==> src/rtl/char_pkg.sv <==
`default_nettype none
// ============================================================
// char_pkg: sprite, facing, attack-FSM and stage encodings. Rev 1.0
// ============================================================
package char_pkg;

  typedef enum logic [3:0] {
    FACE_FRONT_STAND  = 4'h0,
    FACE_FRONT_L      = 4'h1,
    FACE_FRONT_R      = 4'h2,
    FACE_BACK_STAND   = 4'h3,
    FACE_BACK_L       = 4'h4,
    FACE_BACK_R       = 4'h5,
    FACE_LEFT_STAND   = 4'h6,
    FACE_LEFT_WALK    = 4'h7,
    FACE_RIGHT_STAND  = 4'h8,
    FACE_RIGHT_WALK   = 4'h9,
    FACE_FRONT_ATTACK = 4'hA,
    FACE_BACK_ATTACK  = 4'hB,
    FACE_LEFT_ATTACK  = 4'hC,
    FACE_RIGHT_ATTACK = 4'hD,
    EMPTY             = 4'hF
  } sprite_t;

  typedef enum logic [1:0] {
    FACING_BACK  = 2'd0,
    FACING_FRONT = 2'd1,
    FACING_LEFT  = 2'd2,
    FACING_RIGHT = 2'd3
  } facing_t;

  typedef enum logic [1:0] {
    ATK_IDLE     = 2'd0,
    ATK_ATTACK   = 2'd1,
    ATK_COOLDOWN = 2'd2
  } atk_state_t;

  localparam logic [3:0] STAGE_TITLE = 4'h0;
  localparam logic [3:0] STAGE_OVER  = 4'hF;

  function automatic sprite_t stand_code(input facing_t f);
    sprite_t s;
    case (f)
      FACING_BACK:  s = FACE_BACK_STAND;
      FACING_FRONT: s = FACE_FRONT_STAND;
      FACING_LEFT:  s = FACE_LEFT_STAND;
      default:      s = FACE_RIGHT_STAND;
    endcase
    return s;
  endfunction

  function automatic sprite_t attack_code(input facing_t f);
    sprite_t s;
    case (f)
      FACING_BACK:  s = FACE_BACK_ATTACK;
      FACING_FRONT: s = FACE_FRONT_ATTACK;
      FACING_LEFT:  s = FACE_LEFT_ATTACK;
      default:      s = FACE_RIGHT_ATTACK;
    endcase
    return s;
  endfunction

  // Alternate between the two walk frames of the held direction
  function automatic sprite_t walk_code(input facing_t f, input sprite_t cur);
    sprite_t s;
    case (f)
      FACING_BACK:  s = (cur == FACE_BACK_L)     ? FACE_BACK_R      : FACE_BACK_L;
      FACING_FRONT: s = (cur == FACE_FRONT_L)    ? FACE_FRONT_R     : FACE_FRONT_L;
      FACING_LEFT:  s = (cur == FACE_LEFT_WALK)  ? FACE_LEFT_STAND  : FACE_LEFT_WALK;
      default:      s = (cur == FACE_RIGHT_WALK) ? FACE_RIGHT_STAND : FACE_RIGHT_WALK;
    endcase
    return s;
  endfunction

endpackage
`default_nettype wire

==> src/rtl/char_attack_timer.sv <==
`default_nettype none
// ============================================================
// char_attack_timer: IDLE -> ATTACK -> COOLDOWN -> IDLE timer. Rev 1.0
// ============================================================
module char_attack_timer
  import char_pkg::*;
#(
  parameter int ATK_LEN = 16,
  parameter int ATK_CD  = 32
) (
  input  logic clk,
  input  logic rst,
  input  logic clear_i,
  input  logic start_i,
  output logic attacking_o,
  output logic busy_o
);

  localparam int MAX_LEN = (ATK_LEN > ATK_CD) ? ATK_LEN : ATK_CD;
  localparam int CNT_W   = $clog2(MAX_LEN + 1);

  atk_state_t       st_q;
  logic [CNT_W-1:0] cnt_q;
  logic             attacking_q;
  logic             busy_q;

  always_ff @(posedge clk) begin
    if (rst || clear_i) begin
      st_q        <= ATK_IDLE;
      cnt_q       <= '0;
      attacking_q <= 1'b0;
      busy_q      <= 1'b0;
    end else begin
      case (st_q)
        ATK_IDLE: begin
          if (start_i) begin
            st_q        <= ATK_ATTACK;
            cnt_q       <= CNT_W'(ATK_LEN - 1);
            attacking_q <= 1'b1;
            busy_q      <= 1'b1;
          end
        end
        ATK_ATTACK: begin
          if (cnt_q == '0) begin
            st_q        <= ATK_COOLDOWN;
            cnt_q       <= CNT_W'(ATK_CD - 1);
            attacking_q <= 1'b0;
          end else begin
            cnt_q <= cnt_q - CNT_W'(1);
          end
        end
        ATK_COOLDOWN: begin
          if (cnt_q == '0) begin
            st_q   <= ATK_IDLE;
            busy_q <= 1'b0;
          end else begin
            cnt_q <= cnt_q - CNT_W'(1);
          end
        end
        default: begin
          st_q        <= ATK_IDLE;
          cnt_q       <= '0;
          attacking_q <= 1'b0;
          busy_q      <= 1'b0;
        end
      endcase
    end
  end

  assign attacking_o = attacking_q;
  assign busy_o      = busy_q;

endmodule
`default_nettype wire

==> src/rtl/player_controller.sv <==
`default_nettype none
// ============================================================
// player_controller: keys to bounded position, sprite, lives, i-frames. Rev 1.0
// ============================================================
module player_controller
  import char_pkg::*;
#(
  parameter int POS_W      = 10,
  parameter int H_START    = 150,
  parameter int V_START    = 110,
  parameter int H_MIN      = 20,
  parameter int H_MAX      = 620,
  parameter int V_MIN      = 0,
  parameter int V_MAX      = 460,
  parameter int STEP       = 1,
  parameter int ANIM_DIV   = 8,
  parameter int LIVES_INIT = 3,
  parameter int LIVES_W    = 4,
  parameter int IFRAME     = 100,
  parameter int IFRAME_W   = 8,
  parameter int ATK_LEN    = 16,
  parameter int ATK_CD     = 32
) (
  input  logic               clk,
  input  logic               rst,
  input  logic               key_w,
  input  logic               key_a,
  input  logic               key_s,
  input  logic               key_d,
  input  logic               key_space,
  input  logic [3:0]         stage,
  input  logic               is_attacked,
  input  logic [3:0]         wall_collision,
  output logic [POS_W-1:0]   pos_h,
  output logic [POS_W-1:0]   pos_v,
  output logic [3:0]         state,
  output logic [1:0]         facing,
  output logic [LIVES_W-1:0] lives,
  output logic               invuln,
  output logic               attacking,
  output logic               dead
);

  localparam int ANIM_W = $clog2(ANIM_DIV);

  logic [POS_W-1:0]    pos_h_q, pos_h_d, pos_v_q, pos_v_d;
  sprite_t             state_q, state_d;
  facing_t             facing_q, facing_d;
  logic [LIVES_W-1:0]  lives_q, lives_d;
  logic [IFRAME_W-1:0] iframe_q, iframe_d;
  logic [ANIM_W-1:0]   anim_q, anim_d;
  logic                invuln_q, invuln_d, dead_q, dead_d;
  logic                play, any_key, hit, atk_start, atk_busy, atk_active;
  logic [POS_W:0]      h_up, h_dn, v_up, v_dn;

  // One extra bit so that stepping below zero wraps high and fails the upper bound
  function automatic logic in_bounds(input logic [POS_W:0] p, input int lo, input int hi);
    return (p >= (POS_W+1)'(lo)) && (p <= (POS_W+1)'(hi));
  endfunction

  assign play      = (stage != STAGE_TITLE) && (stage != STAGE_OVER);
  assign any_key   = key_w | key_s | key_a | key_d;
  assign atk_start = play && key_space && !dead_q && !atk_busy;
  assign h_up      = {1'b0, pos_h_q} + (POS_W+1)'(STEP);
  assign h_dn      = {1'b0, pos_h_q} - (POS_W+1)'(STEP);
  assign v_up      = {1'b0, pos_v_q} + (POS_W+1)'(STEP);
  assign v_dn      = {1'b0, pos_v_q} - (POS_W+1)'(STEP);

  char_attack_timer #(
    .ATK_LEN (ATK_LEN),
    .ATK_CD  (ATK_CD)
  ) u_atk (
    .clk         (clk),
    .rst         (rst),
    .clear_i     (!play),
    .start_i     (atk_start),
    .attacking_o (atk_active),
    .busy_o      (atk_busy)
  );

  always_comb begin
    facing_d = facing_q;
    if (play && !dead_q) begin
      if      (key_w) facing_d = FACING_BACK;
      else if (key_s) facing_d = FACING_FRONT;
      else if (key_a) facing_d = FACING_LEFT;
      else if (key_d) facing_d = FACING_RIGHT;
    end

    pos_h_d = pos_h_q;
    pos_v_d = pos_v_q;
    if (play && !dead_q && !atk_busy) begin
      if (key_w) begin
        if (!wall_collision[2] && in_bounds(v_up, V_MIN, V_MAX)) pos_v_d = v_up[POS_W-1:0];
      end else if (key_s) begin
        if (!wall_collision[3] && in_bounds(v_dn, V_MIN, V_MAX)) pos_v_d = v_dn[POS_W-1:0];
      end else if (key_a) begin
        if (!wall_collision[1] && in_bounds(h_up, H_MIN, H_MAX)) pos_h_d = h_up[POS_W-1:0];
      end else if (key_d) begin
        if (!wall_collision[0] && in_bounds(h_dn, H_MIN, H_MAX)) pos_h_d = h_dn[POS_W-1:0];
      end
    end

    hit      = is_attacked && (iframe_q == '0) && (lives_q != '0);
    lives_d  = hit ? lives_q - LIVES_W'(1) : lives_q;
    iframe_d = hit ? IFRAME_W'(IFRAME)
             : (iframe_q != '0) ? iframe_q - IFRAME_W'(1) : '0;
    dead_d   = play && (lives_d == '0);
    anim_d   = (anim_q == ANIM_W'(ANIM_DIV - 1)) ? '0 : anim_q + ANIM_W'(1);

    // Sprite only advances on animation ticks; attack entry is the one exception
    state_d = state_q;
    if (dead_d) begin
      state_d = EMPTY;
    end else if (anim_q == '0) begin
      if (iframe_q != '0 && state_q != EMPTY) state_d = EMPTY;
      else if (atk_active)                    state_d = attack_code(facing_d);
      else if (any_key)                       state_d = walk_code(facing_d, state_q);
      else                                    state_d = stand_code(facing_d);
    end else if (atk_start) begin
      state_d = attack_code(facing_d);
    end

    invuln_d = (iframe_d != '0);

    if (!play) begin
      pos_h_d  = POS_W'(H_START);
      pos_v_d  = POS_W'(V_START);
      state_d  = EMPTY;
      facing_d = FACING_BACK;
      lives_d  = (stage == STAGE_TITLE) ? LIVES_W'(LIVES_INIT) : '0;
      iframe_d = '0;
      anim_d   = '0;
      invuln_d = 1'b0;
    end
  end

  always_ff @(posedge clk) begin
    if (rst) begin
      pos_h_q  <= POS_W'(H_START);
      pos_v_q  <= POS_W'(V_START);
      state_q  <= EMPTY;
      facing_q <= FACING_BACK;
      lives_q  <= LIVES_W'(LIVES_INIT);
      iframe_q <= '0;
      anim_q   <= '0;
      invuln_q <= 1'b0;
      dead_q   <= 1'b0;
    end else begin
      pos_h_q  <= pos_h_d;
      pos_v_q  <= pos_v_d;
      state_q  <= state_d;
      facing_q <= facing_d;
      lives_q  <= lives_d;
      iframe_q <= iframe_d;
      anim_q   <= anim_d;
      invuln_q <= invuln_d;
      dead_q   <= dead_d;
    end
  end

  assign pos_h     = pos_h_q;
  assign pos_v     = pos_v_q;
  assign state     = state_q;
  assign facing    = facing_q;
  assign lives     = lives_q;
  assign invuln    = invuln_q;
  assign attacking = atk_active;
  assign dead      = dead_q;

endmodule
`default_nettype wire

==> config.mk <==
export PLATFORM = sky130hd
export DESIGN_NAME = player_controller
export DESIGN_NICKNAME = d
export VERILOG_FILES = /design/src/rtl/char_pkg.sv /design/src/rtl/char_attack_timer.sv /design/src/rtl/player_controller.sv
export SDC_FILE = /design/constraint.sdc
export NUM_CORES = 1
export LEC_CHECK = 0
export CAP_MARGIN = 20
export CORE_ASPECT_RATIO = 0.9
export CORE_MARGIN = 2
export CORE_UTILIZATION = 34
export CTS_CLUSTER_DIAMETER = 30
export DETAILED_ROUTE_END_ITERATION = 16
export PLACE_DENSITY = 0.53
export SYNTH_ARGS = -nofsm -noshare
export SYNTH_HDL_FRONTEND = slang
export SYNTH_HIERARCHICAL = 1
export SYNTH_SLANG_ARGS = --single-unit
==> constraint.sdc <==
create_clock -name clk -period 2.77 [get_ports clk]
set_input_delay 0.554 -clock clk [delete_from_list [all_inputs] [get_ports clk]]
set_output_delay 0.554 -clock clk [all_outputs]
set_load 0.005 [all_outputs]
-- Word-level counts from Yosys, hierarchy flattened
Index checks and enable logic that the tools add are counted.
- $lt $le $gt $ge: 8
- equal/unequal tests: 17
- add/sub/neg operators: 8
- bitwise operators: 8
- reduce and logical (&&, ||, !) cells: 51
- multiplexer cells: 42
- operators with widths (operator ; count):
    $mux W10 ; 8
    $mux W4 ; 7
    $pmux W4 S3 ; 2
    $add A10 B1 Y11 const B ; 2
    $ge A11 B1 Y1 const B ; 2
    $ge A11 B5 Y1 const B ; 2
    $le A11 B10 Y1 const B ; 2
    $le A11 B9 Y1 const B ; 2
    $sub A10 B1 Y11 const B ; 2
    $mux W2 ; 10
    $logic_and A1 B1 Y1 ; 18
    $mux W6 ; 3
    $pmux W6 S3 ; 1
    $mux W8 ; 2
    $reduce_bool A8 Y1 ; 2
    $reduce_bool A2 Y1 ; 5
    $pmux W3 S3 ; 1
    $reduce_and A3 Y1 ; 3
    $eq A4 B3 Y1 const B ; 2
    $logic_not A4 Y1 ; 2
    $logic_not A8 Y1 ; 1
    $ne A2 B1 Y1 const B ; 4
    $ne A4 B4 Y1 const B ; 2
    $reduce_bool A4 Y1 ; 2
    25 further kinds ; 47
- word-level logic and storage cells: 147
- bits in registers: 53
- output and inout bits: 33
- input bits: 16

-- Longest topological paths before layout
- depth in word-level cells: 11
- gate-level depth with buffers: 15
- depth with buffers taken out: 14

-- By module
Netlist, hierarchy kept.
- by module, submodules not included (module ; seq. area each (um2) ; times used ; cells an instance ; area an instance (um2)):
    player_controller ; 860.8 ; 1 ; 465 ; 3475.8
    char_attack_timer ; 200.2 ; 1 ; 70 ; 614.3

-- Worst setup path before layout
OpenSTA, ideal clock, no wires.
- path kind: input port to flip-flop
- start point: in stage[1]
- end point: reg state_q[0] (netlist: state[0])
- stages on the path: 13
- arrival: 2725 ps
- path buffers: 0
- path slack: -87 ps
- library setup time: 132 ps
- data required time: 2638 ps
- cell sequence: nor4_1 -> a211o_1 -> nor2_1 -> o22ai_1 -> inv_1 -> ha_1 -> a2bb2oi_1 -> o22ai_1 -> o21ai_0 -> nor2_1 -> a311oi_1 -> a2111oi_0 -> o21ai_0
- word-level cells in the longest chain between the ends: 10
- elaborated cells between the ends (all ways): 23
- those cells by class: eq/ne: 3; mux: 9; bitwise: 1; reduce/logical: 10
- RTL lines (what ; RTL line ; RTL):
    start, declared ; player_controller.sv:31 ; input logic [3:0] stage,
    $ne A4 B4 Y1 or $reduce_bool A4 Y1 (tied branches) ; player_controller.sv:61 ; assign play = (stage != STAGE_TITLE) && (stage != STAGE_OVER);
    $logic_and A1 B1 Y1 * ; player_controller.sv:61 ;
    $logic_and A1 B1 Y1 ; player_controller.sv:83 ; if (play && !dead_q) begin
    $mux W2 ; player_controller.sv:83 ;
    $eq A2 B2 Y1 (tied with other cells) ; char_pkg.sv:43, char_pkg.sv:54, char_pkg.sv:66 ;
    $pmux W4 S3, on equally long branches ; char_pkg.sv:43, char_pkg.sv:66 ;
    $mux W4 ; player_controller.sv:118 ; else if (any_key) state_d = walk_code(facing_d, state_q);
    $mux W4 ; player_controller.sv:117 ; else if (atk_active) state_d = attack_code(facing_d);
    $mux W4 ; player_controller.sv:116 ; if (iframe_q != '0 && state_q != EMPTY) state_d = EMPTY;
    $mux W4 ; player_controller.sv:115 ; end else if (anim_q == '0) begin
    end signal, assigned ; player_controller.sv:152 ; state_q <= state_d;
    end, declared ; player_controller.sv:47 ; sprite_t state_q, state_d;
Every way passes the cells marked *; elsewhere a longest branch is shown, timed or not. The select of a mux whose other input is x is not followed.
A chain may end at the register's enable or synchronous reset.

-- Worst setup path in the final report
- start point: in stage[2]
- end point: reg state_q[0] (netlist: state[0])
Same word-level chain as after synthesis.

==> results by group <==
Setup path
  – CP cell instances: clkdlybuf4s15_1 -> and3_4 -> a211o_4 -> nor2_2 -> o22ai_1 -> buf_4 -> ha_2 -> a2bb2oi_1 -> o22ai_1 -> o21ai_1 -> nor2_1 -> a311oi_2 -> a2111oi_2 -> o21ai_1
  – Crit path launch type: input port
  – Critical path required time: 2950 ps
  – CP Class: in -> reg
  – CP top delay family: compound AO/OA/AOI/OAI gates
  – Crit path max fanout: 7
  – CP Buf/Inv Count: 2
  – Slowest CP cell: a211o_4
  – WP data arrival: 2890 ps
  – Crit end category: flop
  – Max stage delay on crit path: 390 ps

Finish
  – Finished Cell Area: 5250 µm²
  – Share of cells above drive strength 1: 16.6%
  – Fillers: 1195
  – Nets: 639
  – # diodes: 0
  – Core Util, Final: 45.4%
  – Area Overhead vs Synth: 28.4%

Die
  – Core Footprint: 11600 µm²
  – I/O Pins: 49
  – Height of the die: 108 µm
  – Die W: 120 µm
  – FP Rows: 37
  – Initial Utilization: 35.3%
  – Die area: 12900 µm²

Routing
  – Via/cell ratio: 5.42
  – Post-Route M1 WL: 5470 µm
  – Routed len/inst: 14.7 µm
  – Met3 wire len: 531 µm
  – DRT Pass-1 Iters: 6
  – Post-DRT Antenna Nets: 0
  – Routed vias: 4138
  – Initial DRC Count: 279
  – Met2 wire length: 5160 µm
  – WL final: 11200 µm
  – DR top layer: met4
  – Remaining DRCs: 0

Power and ir drop
  – Maximum VDD drop: 249 µV
  – P per Cell Area: 549 nW/µm²
  – Leak: 0.00197 µW

Timing
  – Worst Skew: 8.13 ps
  – Hold Worst Slack: 459 ps
  – Finish-stage setup viols: 0
  – Normalized max-slew margin: 56.0%
  – Final worst-path cycle share: 97.5%
  – Final Hold Fails: 0
  – Max Clock Freq: 370 MHz
  – Slew @ Worst Pin: 653 ps
  – Final critical-path required period: 2700 ps
  – Setup tns final: 0 ps
  – Max-slew violations: 0

GRT
  – Largest net degree at the start of global routing: 17
  – Vias in the first global route: 3869
  – Overall Global Routing Usage: 17.4%
  – Initial antenna violation count: 0
  – Grt ovf: 0
  – First-pass GRT wire length: 18700 µm

Clock tree
  – Worst-path clk slew: 70 ps
  – H-tree levels: 2
  – Clk sinks: 53
  – Clk buf depth: 2
  – Total clock buffers created by CTS: 5
  – CTS tree: done
  – Root Driver: clkbuf_16
  – Clk Latency, worst-skew pair: 300 ps

Run
  – Max Cap Viol: 0

Min path
  – HP Class: reg -> reg

Synth
  – Yosys Warn Count: 6
  – Synth unique cells: 80
  – Yosys reg bits: 53
  – Number of flops mapped to enable cells by yosys: 0
  – Syn Inst Count: 535
  – Syn nets: 567
  – Fraction of registers with async set/reset: 0%
  – Post-synthesis sequential area ratio: 25.9%
  – Mean post-synth cell area: 7.65 µm²
  – Synth Flop Type: dfxtp_1
  – Post-Synthesis Cell Area: 4090 µm²

Status
  – Outcome: completed

Place
  – DP Wirelength: 8320 µm
  – Cell Area, Placed: 5020 µm²
  – Port Buf Inserts: 48
  – Gpl congestion: 0.826
[repair_timing]
| action | in CTS | in global routing |
|---|---|---|
| pin swaps | 3 | 10 |
| resized for setup | 11 | 17 |
| cloned | 0 | 0 |
| endpoints found under the setup margin | 9 | 8 |
| hold buffers | 0 | 0 |
| setup buffers | 0 | 1 |
[cells in the mapped netlist (5+ instances only)]
master / number / area, µm²
a211o_1: 5 / 43.8
a211oi_1: 9 / 67.6
a21o_1: 8 / 60.1
a21oi_1: 21 / 105
a31oi_1: 12 / 75.1
and3_1: 7 / 43.8
buf_2: 5 / 25.0
clkbuf_1: 26 / 97.6
dfxtp_1: 53 / 1060
ha_1: 16 / 200
inv_1: 27 / 101
mux2i_1: 6 / 60.1
nand2_1: 37 / 139
nand2b_1: 5 / 31.3
nand3_1: 15 / 75.1
nand3b_1: 7 / 52.6
nand4_1: 9 / 56.3
nor2_1: 58 / 218
nor2b_1: 6 / 37.5
nor3_1: 20 / 100
nor3b_1: 13 / 97.6
nor4_1: 9 / 56.3
o211ai_1: 5 / 37.5
o21ai_0: 27 / 135
o22ai_1: 8 / 50.1
o31ai_1: 7 / 52.6
or3_1: 16 / 100
xnor2_1: 16 / 140
xor2_1: 10 / 87.6
[worst paths after layout]
kind | from | to | slack (ps) | depth (start not counted)
max | stage[2] | state[0] | 70 | 14
min | anim_q[0] | anim_q[0] | 460 | 1
max reg2reg | pos_h[1] | pos_h[3] | 170 | 12
min reg2reg | anim_q[0] | anim_q[0] | 460 | 1
[cell usage in the layout (no fill, tap or decap), types with 13 or more instances in the layout]
| cell type | count |
|---|---|
| buf_4 | 52 |
| inv_1 | 27 |
| or3_1 | 16 |
| clkdlybuf4s50_1 | 44 |
| dfxtp_1 | 51 |
| nand2_1 | 37 |
| ha_1 | 14 |
| nor3_1 | 20 |
| a21oi_1 | 21 |
| nand3_1 | 15 |
| nor2_1 | 55 |
| o21ai_0 | 25 |
| nor3b_1 | 13 |
| xnor2_1 | 16 |
[power breakdown]
group	internal [µW]	switching (µW)
clock network	336	294
registers	886	168
logic	609	588
[routing by layer]
metal,vias up,track usage (%)
met5,-,0
li1,2106,-
met1,1948,23.5
met2,74,28.6
met4,0,3.78
met3,10,3.64
[layout make-up]
cell class / instances / area (µm²) / area share [%]
multi-input cells: 417 / 2830 / 54.0
flip-flops and latches: 53 / 1060 / 20.3
repair buffers: 102 / 910 / 17.3
well taps: 156 / 195 / 3.72
clock buffers: 6 / 129 / 2.45
inverters: 28 / 105 / 2.00
clock inverters: 2 / 15.0 / 0.286
[through the flow]
| step | power (µW) | setup slack [ps] | instances |
|---|---|---|---|
| floorplan | 1820 | 4.66 | 535 |
| global placement | 2210 | -574 | 755 |
| detailed placement | 2240 | -692 | 755 |
| CTS | 2890 | 32.6 | 763 |
| global route | 3120 | -36.4 | 764 |
| finish | 2880 | 68.4 | 764 |
[kinds of logic (layout without fill, tap and decap cells)]
logic type	Yosys count	count (layout)	share of synthesized area (%)
simple gates	228	228	31.0
buf+inv	65	138	6.76
compound gates	141	141	24.4
flops	53	53	25.9
xor+xnor	26	26	5.57
mux	6	6	1.47
fa+ha+maj	16	16	4.89
[flip-flops by register name, summed over array words and instances, names as in the netlist]
| register | cells |
|---|---|
| u_atk/st_q | 2 |
| u_atk/busy_o | 1 |
| iframe_q | 8 |
| facing | 2 |
| anim_q | 3 |
| pos_v | 10 |
| state | 4 |
| u_atk/attacking_o | 1 |
| dead | 1 |
| pos_h | 10 |
| u_atk/cnt_q | 6 |
| lives | 4 |
| invuln | 1 |
Power figures use the tool's default switching activity.
